$ cat src/rtl/alignment_pkg.sv
// Shared types and constants for the alignment run controller.
package alignment_pkg;

    localparam int unsigned SCORE_W   = 32;
    localparam int unsigned JOB_CNT_W = 16;
    localparam int unsigned DEFAULT_N = 100;
    localparam int unsigned DEFAULT_M = 200;

    typedef enum logic [2:0] {
        IDLE,
        CLEAR,
        LAUNCH,
        RUN,
        HOLD
    } ctrl_state_t;

endpackage

$ cat src/rtl/alignment_timer.sv
// Shared up-counter for the CLEAR hold and the RUN watchdog; expire flags the last cycle.
module alignment_timer #(
    parameter int unsigned W = 9
) (
    input  logic         clk,
    input  logic         reset,
    input  logic         load,
    input  logic         enable,
    input  logic [W-1:0] limit,
    output logic         expire
);

    logic [W-1:0] count_q;
    logic [W-1:0] count_d;

    assign expire = (count_q == limit);

    // Holds at the terminal value so the counter can never wrap.
    always_comb begin
        count_d = count_q;
        if (load) begin
            count_d = '0;
        end else if (enable && !expire) begin
            count_d = count_q + W'(1);
        end
    end

    always_ff @(posedge clk or negedge reset) begin
        if (!reset) begin
            count_q <= '0;
        end else begin
            count_q <= count_d;
        end
    end

endmodule

$ cat src/rtl/alignment_controller.sv
// Sequences one systolic alignment job: clear generator, launch, watch for finish or
// timeout, then hold the result until the host acknowledges it.
module alignment_controller
    import alignment_pkg::*;
#(
    parameter int unsigned N          = DEFAULT_N,
    parameter int unsigned M          = DEFAULT_M,
    parameter int unsigned TIMEOUT    = N + M + 16,
    parameter int unsigned CLR_CYCLES = 2
) (
    input  logic                 clk,
    input  logic                 reset,
    input  logic                 job_valid,
    output logic                 job_ready,
    output logic                 res_valid,
    input  logic                 res_ready,
    output logic [SCORE_W-1:0]   res_score,
    output logic                 res_timeout,
    output logic                 gen_reset,
    output logic                 gen_start,
    input  logic                 gen_finish,
    input  logic [SCORE_W-1:0]   gen_solution,
    output logic                 busy,
    output logic [JOB_CNT_W-1:0] job_count
);

    localparam int unsigned CNT_MAX = (TIMEOUT > CLR_CYCLES) ? TIMEOUT : CLR_CYCLES;
    localparam int unsigned CNT_W   = $clog2(CNT_MAX + 1);
    localparam logic [CNT_W-1:0] CLR_LAST = CNT_W'(CLR_CYCLES - 1);
    localparam logic [CNT_W-1:0] RUN_LAST = CNT_W'(TIMEOUT - 1);

    ctrl_state_t            state_q,       state_d;
    logic [SCORE_W-1:0]     res_score_q,   res_score_d;
    logic                   res_timeout_q, res_timeout_d;
    logic [JOB_CNT_W-1:0]   job_count_q,   job_count_d;

    logic                   tmr_load;
    logic                   tmr_enable;
    logic [CNT_W-1:0]       tmr_limit;
    logic                   tmr_expire;

    alignment_timer #(
        .W (CNT_W)
    ) u_timer (
        .clk    (clk),
        .reset  (reset),
        .load   (tmr_load),
        .enable (tmr_enable),
        .limit  (tmr_limit),
        .expire (tmr_expire)
    );

    // Next-state and result capture; finish takes priority over timeout.
    always_comb begin
        state_d       = state_q;
        res_score_d   = res_score_q;
        res_timeout_d = res_timeout_q;
        job_count_d   = job_count_q;
        tmr_load      = 1'b0;
        tmr_enable    = 1'b0;
        tmr_limit     = CLR_LAST;

        case (state_q)
            IDLE: begin
                if (job_valid) begin
                    tmr_load = 1'b1;
                    state_d  = CLEAR;
                end
            end
            CLEAR: begin
                tmr_limit = CLR_LAST;
                if (tmr_expire) begin
                    state_d = LAUNCH;
                end else begin
                    tmr_enable = 1'b1;
                end
            end
            LAUNCH: begin
                tmr_load = 1'b1;
                state_d  = RUN;
            end
            RUN: begin
                tmr_limit  = RUN_LAST;
                tmr_enable = 1'b1;
                if (gen_finish) begin
                    res_score_d   = gen_solution;
                    res_timeout_d = 1'b0;
                    state_d       = HOLD;
                end else if (tmr_expire) begin
                    res_score_d   = '0;
                    res_timeout_d = 1'b1;
                    state_d       = HOLD;
                end
            end
            HOLD: begin
                if (res_ready) begin
                    job_count_d = job_count_q + JOB_CNT_W'(1);
                    state_d     = IDLE;
                end
            end
            default: begin
                state_d = IDLE;
            end
        endcase
    end

    always_ff @(posedge clk or negedge reset) begin
        if (!reset) begin
            state_q       <= IDLE;
            res_score_q   <= '0;
            res_timeout_q <= 1'b0;
            job_count_q   <= '0;
        end else begin
            state_q       <= state_d;
            res_score_q   <= res_score_d;
            res_timeout_q <= res_timeout_d;
            job_count_q   <= job_count_d;
        end
    end

    // Handshake and generator controls come straight from the state register.
    assign job_ready   = (state_q == IDLE);
    assign busy        = (state_q != IDLE);
    assign gen_start   = (state_q == LAUNCH);
    assign res_valid   = (state_q == HOLD);
    assign gen_reset   = !reset || (state_q == CLEAR);
    assign res_score   = res_score_q;
    assign res_timeout = res_timeout_q;
    assign job_count   = job_count_q;

endmodule

$ cat config.mk
export PLATFORM = sky130hd
export DESIGN_NAME = alignment_controller
export DESIGN_NICKNAME = d
export VERILOG_FILES = /design/src/rtl/alignment_pkg.sv /design/src/rtl/alignment_timer.sv /design/src/rtl/alignment_controller.sv
export SDC_FILE = /design/constraint.sdc
export NUM_CORES = 1
export LEC_CHECK = 0
export ABC_AREA = 1
export CORE_MARGIN = 10
export CORE_UTILIZATION = 47
export DETAILED_ROUTE_END_ITERATION = 7
export GPL_TIMING_DRIVEN = 1
export PLACE_DENSITY = 0.87
export SLEW_MARGIN = 20
export SYNTH_ARGS = -nofsm -noshare
export SYNTH_HDL_FRONTEND = slang
export SYNTH_SLANG_ARGS = --single-unit
export TNS_END_PERCENT = 50
$ cat constraint.sdc
create_clock -name clk -period 1.9 [get_ports clk]
set_clock_uncertainty 0.15 [all_clocks]
set_input_delay 0.38 -clock clk [delete_from_list [all_inputs] [get_ports clk]]
set_output_delay 0.38 -clock clk [all_outputs]
set_load 0.02 [all_outputs]
==> results of run 1 <==
-- worst max-delay path: stages (launching register included) --
cell             delay, ns
dfrtp_2               0.45
nor3_2                0.28
clkdlybuf4s15_2       0.31
-- routing by layer --
metal	up-vias	global-route usage [%]	wire length, um
met2	94	24.7	3690
met5	-	0	0
li1	1278	-	-
met1	1198	17.6	3090
met3	14	8.66	801
met4	0	6.17	123
-- stage by stage --
stage | util, % | cells | cell area, um^2
after global routing | 70.7 | 529 | 4240
after CTS | 69.9 | 528 | 4190
after global placement | 65.9 | 511 | 3950
after detailed placement | 65.9 | 511 | 3950
after floorplan | - | 344 | 2920
final | 70.7 | 529 | 4240
-- kinds of logic (layout without fill, tap and decap cells) --
kind of cell / Yosys count / after routing / share of synthesized area [%]
buffers and inverters: 33 / 143 / 5.53
xor gates and xnor gates: 21 / 21 / 6.30
and+or+nand+nor: 220 / 220 / 33.4
adders and majority gates: 2 / 2 / 0.857
AOI/OAI and AO/OA: 7 / 7 / 1.59
DFF: 61 / 61 / 52.3
-- cell type report --
class / instances / share of cell area, %
Sequential cell: 61 / 36.1
Timing Repair Buffer: 103 / 24.2
Clock inverter: 7 / 2.90
Inverter: 24 / 2.13
Tap cell: 75 / 2.22
Clock buffer: 9 / 2.92
Multi-Input combinational cell: 250 / 29.6
-- cells in the final DEF, fill, tap and decap left out --
master           netlist  routed
nand2_1              142     142
clkdlybuf4s50_1        0      60
dfrtp_1               61      59
nand3_1               23      23
inv_1                 23      22
nor2_1                22      19
xor2_1                13      13
nand2_2               12      12
buf_4                  0      12
dlygate4sd2_1          0      12
dlymetal6s2s_1         0      12
clkbuf_8               0       9
xnor2_1                8       8
nand4_1                8       8
o21ai_0                4       4
nor2_4                 2       3
nor2_2                 1       3
nor3_1                 3       3
bufinv_16              0       3
buf_2                  3       3
inv_2                  1       2
nand2_4                3       2
o21ai_1                2       2
nand3b_1               2       2
ha_1                   2       2
clkinvlp_4             0       2
clkdlybuf4s15_2        0       2
buf_12                 0       2
dfrtp_2                0       2
nor3_2                 1       1
nand3_4                1       1
nand2_8                0       1
a21oi_4                1       1
clkinv_4               0       1
inv_6                  0       1
-- power breakdown --
group	total (uW)	switching [uW]	internal, uW
combinational	261	122	139
sequential	1360	22.3	1330
clock	1420	540	877
-- state kept, by name, indices dropped and copies added, names as in the netlist --
signal           flops
u_timer.count_q      9
res_timeout          1
job_count           16
state_q              3
res_score           32
-- worst paths after layout --
check | end | slack, ns | cells past startpoint
max | res_valid | -0.006 | 2
min | res_score[18]$_DFFE_PN0P_ | 0.06 | 2
max reg2reg | res_score[13]$_DFFE_PN0P_ | 0.09 | 10
min reg2reg | res_score[0]$_DFFE_PN0P_ | 0.33 | 2
max in group asynchronous | state_q[1]$_DFFE_PN0P_ | 1.02 | 2
min in group clk | res_score[0]$_DFFE_PN0P_ | 0.33 | 2
-- what timing repair did --
item                       CTS  global route
gates resized for setup     29            21
setup buffers                1             1
setup endpoints to repair   17            50
pin swaps                    1             1
==> impl_metrics.json, run 1 <==
{
  "dp_hpwl_mm": 5.65,
  "cts-hold-fix-buffers": 0,
  "dp_slack_ns": -0.0991,
  "setup_tns_ns": -0.00629,
  "path_class": "register to output port",
  "start_util_pct": 48.7,
  "fmax_mhz": 525,
  "viasPerCell": 4.88,
  "startpoint": "state_q[0]$_DFFE_PN0P_",
  "clockBufferDepth": 2,
  "yosysTopAreaCell": "dfrtp_1",
  "chipWidth_um": 98.8,
  "antenna_found_initial": 0,
  "critPathLaunchType": "register",
  "status": "finished, violations left",
  "setup_ws_ns": -0.00629,
  "layout_min_cycle_time_ns": 1.91,
  "die_h_um": 98.8,
  "drt_drc_violations_left": 0,
  "tritoncts": "done",
  "rows": 28,
  "powerDensity_nw_per_um2": 716,
  "syn-cell-area_um2": 2920,
  "first_pass_iters": 5,
  "grt_pass1_wl_mm": 12.7,
  "min_period_over_period_pct": 100,
  "worstHoldPathType": "input port to async pin",
  "vias": 2584,
  "violations": "negative setup slack",
  "grt_max_degree": 62,
  "clkSinkCount": 61,
  "yosysTopAreaCellShare_pct": 52.3,
  "gr-total-overflow": 0,
  "power_uw": 3030,
  "synth_warnings": 0,
  "rr_startpoint": "state_q[0]$_DFFE_PN0P_",
  "cp_max_fo": 4,
  "coreArea_um2": 5990,
  "seq_area_um2": 1530,
  "synth_area_per_cell_um2": 8.49,
  "synthArstFlopShare_pct": 100,
  "port-buffer-count": 90,
  "layout-drive-gt1-share_pct": 13.9,
  "gp_congestion": 0.878,
  "finalHoldViolCount": 0,
  "leakage_uw": 0.00229,
  "multi_input_area_um2": 1250,
  "ys_types": 25,
  "synth-edff-count": 0,
  "wl_per_cell_um": 14.6,
  "drt_iter0_drc": 65,
  "synthToLayoutAreaGrowth_pct": 45.1,
  "grt_usage_pct": 15.8,
  "clk_latency_ns": 0.34,
  "grt_setup_unrepaired": "true",
  "io_pins": 91,
  "antenna_left": 0,
  "grt_pass1_vias": 2655,
  "fill_cells": 431,
  "cts_root_buf": "clkbuf_8",
  "synth_ff_type": "dfrtp_1",
  "maxSlewHeadroom_pct": 50.9,
  "htreeDepth": 3,
  "drv_cap": 0,
  "numCtsBuffers": 9,
  "vdd_drop_max_v": 0.000749,
  "syn_nets": 383,
  "netlist_instances": 344,
  "synthTopCellsByArea": "dfrtp_1 (52%), nand2_1 (18%), nand3_1 (3.9%)",
  "clk_pin_slew_ns": 0.07,
  "die_area_um2": 9760,
  "diodes": 0,
  "synth.top_cells.by_count": "nand2_1 (142), dfrtp_1 (61), inv_1 (23), nand3_1 (23), nor2_1 (22)",
  "slew_violations": 0,
  "arrival_ns": 1.38,
  "layout.nets": 488,
  "setup-violations-final": 1,
  "synth-seq-area-share_pct": 52.3,
  "synth_seq_cells": 61,
  "cp.required_ns": 1.37,
  "tightest_slew_ns": 0.736,
  "whs_ns": 0.0628,
  "yosysMostFrequentCell": "nand2_1",
  "routed_wl_mm": 7.71,
  "cp-end-kind": "output port"
}
(Power assumes the default switching activity.)
==> run 2: changes to the inputs <==
--- a/config.mk
+++ b/config.mk
@@ -9,8 +9,9 @@
 export CORE_MARGIN = 10
 export CORE_UTILIZATION = 47
 export DETAILED_ROUTE_END_ITERATION = 7
+export GPL_ROUTABILITY_DRIVEN = 0
 export GPL_TIMING_DRIVEN = 1
-export PLACE_DENSITY = 0.87
+export PLACE_DENSITY_LB_ADDON = 0.12
 export SLEW_MARGIN = 20
 export SYNTH_ARGS = -nofsm -noshare
 export SYNTH_HDL_FRONTEND = slang
==> run 2 against run 1 <==
  * The flow now finishes without violations
  * Wire length down 4.1%
  * Register-to-register slack better by 0.08 ns
  * Global-route usage shrank 0.56 points
==> impl_metrics.json, run 2 (synthesis results as in run 1) <==
{
  "max_stage_delay_ns": 0.62,
  "dpl-instance-area_um2": 3960,
  "maxSlewHeadroom_pct": 47.6,
  "multi_input_area_um2": 1250,
  "fill_cells": 473,
  "critPathLaunchType": "register",
  "routed_wl_mm": 7.40,
  "first_pass_iters": 4,
  "grt_usage_pct": 15.2,
  "die_area_um2": 9760,
  "cts-hold-fix-buffers": 0,
  "powerDensity_nw_per_um2": 712,
  "die_h_um": 98.8,
  "grt_max_degree": 62,
  "path_buf_inv": 1,
  "layout_common_cells": "nand2_1 (142), dfrtp_1 (59), clkdlybuf4s50_1 (57)",
  "numCtsBuffers": 9,
  "setup-violations-final": 0,
  "chipWidth_um": 98.8,
  "cts_setup_buffers": 0,
  "vdd_drop_max_v": 0.000497,
  "antenna_left": 0,
  "clockBufferDepth": 2,
  "viasPerCell": 4.75,
  "final_common_cell": "nand2_1",
  "coreArea_um2": 5990,
  "cp_max_fo": 2,
  "finalNonFillerCells": 530,
  "switching_share_pct": 21.5,
  "diodes": 0,
  "grt_pass1_wl_mm": 12.1,
  "cts_root_buf": "clkbuf_8",
  "clk_latency_ns": 0.34,
  "comb_power_share_pct": 8.6,
  "clk_pin_slew_ns": 0.06,
  "cpLargestDelayFamily": "buffers and inverters",
  "largest_reg_flops": 32,
  "vias": 2520,
  "path_class": "register to output port",
  "slew_violations": 0,
  "rows": 28,
  "htreeDepth": 3,
  "grt_setup_unrepaired": "false",
  "synthToLayoutAreaGrowth_pct": 44.4,
  "cp.required_ns": 1.37,
  "dpl.cell_count": 514,
  "stdcell_area_um2": 4210,
  "arrival_ns": 1.32,
  "setup_tns_ns": 0,
  "drt_drc_violations_left": 0,
  "switchingPower_uw": 646,
  "layout.nets": 489,
  "status": "finished clean",
  "antenna_found_initial": 0,
  "clkSinkCount": 61,
  "worstHoldPathType": "input port to async pin",
  "grt_pass1_vias": 2525,
  "drt_iter0_drc": 50,
  "start_util_pct": 48.7,
  "fmax_mhz": 542,
  "dp_hpwl_mm": 5.38,
  "gr-total-overflow": 0,
  "port-buffer-count": 90,
  "p_int_uw": 2350,
  "min_period_over_period_pct": 97.1,
  "pwr-share-seq_pct": 45.2,
  "power_uw": 3000,
  "path_cells": "clkdlybuf4s50_1",
  "tightest_slew_ns": 0.786,
  "layout-drive-gt1-share_pct": 13.8,
  "leakage_uw": 0.00231,
  "whs_ns": 0.0679,
  "seq_area_um2": 1530,
  "cp-end-kind": "output port",
  "layout_min_cycle_time_ns": 1.85,
  "io_pins": 91,
  "wl_per_cell_um": 14.0,
  "worst_path_max_delay_cell": "clkdlybuf4s50_1",
  "rrSetupSlack_ns": 0.17,
  "tritoncts": "done",
  "drv_cap": 0,
  "finalHoldViolCount": 0,
  "p_clk_share_pct": 46.2
}
==> run 2: cell types whose count changed in the layout (fill, tap and decap cells not counted), moves of 2 or more <==
cell,change
buf_4,+2
clkbuf_2,+2
clkbuf_8,+4
clkdlybuf4s15_2,-2
clkdlybuf4s50_1,-3
clkinvlp_4,-2
dlymetal6s2s_1,+2
==> run 2: timing repair <==
action / in CTS / in global routing
gates resized for setup: 28 / 24
cloned: 0 / 0
hold endpoints to repair: 0 / 0
pin swaps: 1 / 1
endpoints found under the setup margin: 18 / 53
==> run 2: cell type report <==
cell class,instances,area share [%]
clock inverter,3,1.54
sequential,61,36.3
inverter,24,2.14
timing repair buffer,104,24.0
clock buffer,13,4.25
tap,75,2.23
multi-input combinational,250,29.6
==> run 2: worst paths after layout <==
kind                            cells after the start                      from                              to
worst max-delay path                                1  res_score[0]$_DFFE_PN0P_                    res_score[0]
worst min-delay path                                2                     reset          state_q[2]$_DFFE_PN0P_
worst max register to register                      9    state_q[2]$_DFFE_PN0P_  u_timer.count_q[5]$_DFFE_PN0P_
worst min register to register                      2  res_score[2]$_DFFE_PN0P_        res_score[2]$_DFFE_PN0P_
max in group asynchronous                           2                     reset          state_q[0]$_DFFE_PN0P_
min in group clk                                    2  res_score[2]$_DFFE_PN0P_        res_score[2]$_DFFE_PN0P_
==> run 2: through the flow <==
step	util, %	worst slack [ns]
detailed placement	66.1	-0.0484
finish	70.3	0.0547
CTS	69.9	-0.0447
floorplan	-	0.155
global placement	66.1	-0.0200
global route	70.3	0.00258
==> run 2: power groups by stage <==
stage                     clock, uW  sequential, uW  combinational [uW]
after global placement            0            1380                 263
final                          1390            1350                 259
after CTS                      1410            1350                 266
after global routing           1470            1360                 283
after detailed placement          0            1380                 266
after floorplan                   0            1420                32.3
==> run 2: routing by layer <==
layer / track usage, % / routed length [um]
met3: 8.17 / 734
met2: 22.6 / 3400
met1: 17.6 / 3150
met5: 0 / 0
met4: 7.06 / 115
==> run 3: changes to the inputs <==
--- a/config.mk
+++ b/config.mk
@@ -7,7 +7,8 @@
 export LEC_CHECK = 0
 export ABC_AREA = 1
 export CORE_MARGIN = 10
-export CORE_UTILIZATION = 47
+export CORE_UTILIZATION = 48
+export CTS_BUF_LIST = sky130_fd_sc_hd__clkbuf_4 sky130_fd_sc_hd__clkbuf_8
 export DETAILED_ROUTE_END_ITERATION = 7
 export GPL_ROUTABILITY_DRIVEN = 0
 export GPL_TIMING_DRIVEN = 1
==> run 3 against run 2 <==
  * Via count is 1.3% higher
  * Hold slack better by 0.014 ns
  * Critical path depth is 1 higher
  * Count of clock-buffer cells in the layout is 2 lower
  * Sequential share of layout area is 0.29 points higher
  * Largest cell class unchanged
  * Largest power group is now sequential cells
==> impl_metrics.json, run 3 (synthesis results as in run 1) <==
{
  "diodes": 0,
  "setup_ws_ns": 0.00650,
  "critPathLaunchType": "register",
  "grt_pass1_vias": 2599,
  "rrSetupSlack_ns": 0.06,
  "chipWidth_um": 98.0,
  "slew_violations": 0,
  "layout_common_cells": "nand2_1 (141), dfrtp_1 (60), clkdlybuf4s50_1 (58)",
  "die_h_um": 98.0,
  "antenna_left": 0,
  "largest_reg_flops": 32,
  "tritoncts": "done",
  "synthToLayoutAreaGrowth_pct": 43.1,
  "rows": 28,
  "layout.nets": 489,
  "clkSinkCount": 61,
  "path_cells": "nor3_2 > clkdlybuf4s15_2",
  "path_class": "register to output port",
  "viasPerCell": 4.82,
  "grt_max_degree": 62,
  "clk_pin_slew_ns": 0.07,
  "coreArea_um2": 5920,
  "cp-end-kind": "output port",
  "cts_root_buf": "clkbuf_8",
  "tightest_slew_ns": 0.762,
  "fmax_mhz": 528,
  "rr_startpoint": "state_q[0]$_DFFE_PN0P_",
  "min_period_over_period_pct": 99.7,
  "wl_per_cell_um": 14.3,
  "grt_usage_pct": 15.3,
  "maxSlewHeadroom_pct": 49.2,
  "die_area_um2": 9600,
  "arrival_ns": 1.36,
  "cp.required_ns": 1.37,
  "start_util_pct": 49.3,
  "final_common_cell": "nand2_1",
  "power_uw": 2750,
  "clk_latency_ns": 0.34,
  "stdcell_area_um2": 4180,
  "finalHoldViolCount": 0,
  "dpl-instance-area_um2": 3940,
  "numCtsBuffers": 9,
  "gr-total-overflow": 0,
  "antenna_found_initial": 0,
  "r2r-end": "job_count[12]$_DFFE_PN0P_",
  "dp_hpwl_mm": 5.40,
  "cp_max_fo": 4,
  "drv_cap": 0,
  "drt_iter0_drc": 55,
  "io_pins": 91,
  "layout-drive-gt1-share_pct": 13.9,
  "status": "finished clean",
  "clockBufferDepth": 2,
  "drt_drc_violations_left": 0,
  "htreeDepth": 3,
  "max_stage_delay_ns": 0.43,
  "worst_path_max_delay_cell": "dfrtp_1",
  "grt_setup_unrepaired": "true",
  "vdd_drop_max_v": 0.000600,
  "dp_slack_ns": -0.0584,
  "leakage_uw": 0.00228,
  "port-buffer-count": 90,
  "grt_pass1_wl_mm": 12.2,
  "setup-violations-final": 0,
  "rr_worst_depth": 7,
  "vias": 2552,
  "layout_min_cycle_time_ns": 1.89,
  "powerDensity_nw_per_um2": 658,
  "worstHoldPathType": "input port to async pin",
  "first_pass_iters": 4,
  "routed_wl_mm": 7.56
}
run 3: critical path, delay by kind of cell, from the launching register on:
family	cells	cell delay, ns
simple gates	1	0.30
flops	1	0.43
buf+inv	1	0.31
run 3: worst max path at each step:
stage / from / to / slack (ns) / depth (start not counted)
global route: state_q[2]$_DFFE_PN0P_ / job_ready / -0.03 / 4
global placement: state_q[2]$_DFFE_PN0P_ / gen_reset / -0.02 / 6
finish: state_q[0]$_DFFE_PN0P_ / res_valid / 0.006 / 2
detailed placement: state_q[0]$_DFFE_PN0P_ / job_ready / -0.06 / 4
CTS: state_q[0]$_DFFE_PN0P_ / job_ready / -0.01 / 4
floorplan: state_q[0]$_DFFE_PN0P_ / job_count[12]$_DFFE_PN0P_ / 0.16 / 6
run 3: report_power, final:
group          switching (uW)  total, uW  internal, uW
logic                     122        260           138
registers                20.6       1350          1330
clock network             508       1130           626
total                     651       2750          2100
run 3: what timing repair did:
action	CTS	global route
pin swaps	0	3
endpoints found under the setup margin	18	54
hold buffers	0	0
cloned	0	1
gates resized for setup	30	19
buffers inserted	0	1
run 3: area by class of cell:
| type | count | area, um^2 |
|---|---|---|
| fill | 491 | 1740 |
| sequential | 61 | 1530 |
| multi-input combinational | 251 | 1260 |
| timing repair buffer | 103 | 1020 |
| clock buffer | 11 | 139 |
| tap | 75 | 93.8 |
| inverter | 24 | 90.1 |
| clock inverter | 4 | 50.0 |
run 3: layer usage:
metal | GRT usage (%) | wire length [um] | vias to the layer above
met5 | 0 | 0 | -
met4 | 4.59 | 100 | 0
met3 | 8.46 | 735 | 10
met2 | 24.9 | 3560 | 60
met1 | 16.7 | 3160 | 1202
li1 | - | - | 1280
run 3: stage by stage:
step	hold slack, ns	cells	TNS, ns	utilization, %
2_1_floorplan	-0.0656	344	0	-
3_3_place_gp	0.303	512	-0.0156	66.6
3_5_place_dp	0.308	512	-0.127	66.6
4_1_cts	0.121	527	-0.0136	69.5
5_1_grt	0.159	529	-0.0883	70.6
6_report	0.0819	529	0	70.6
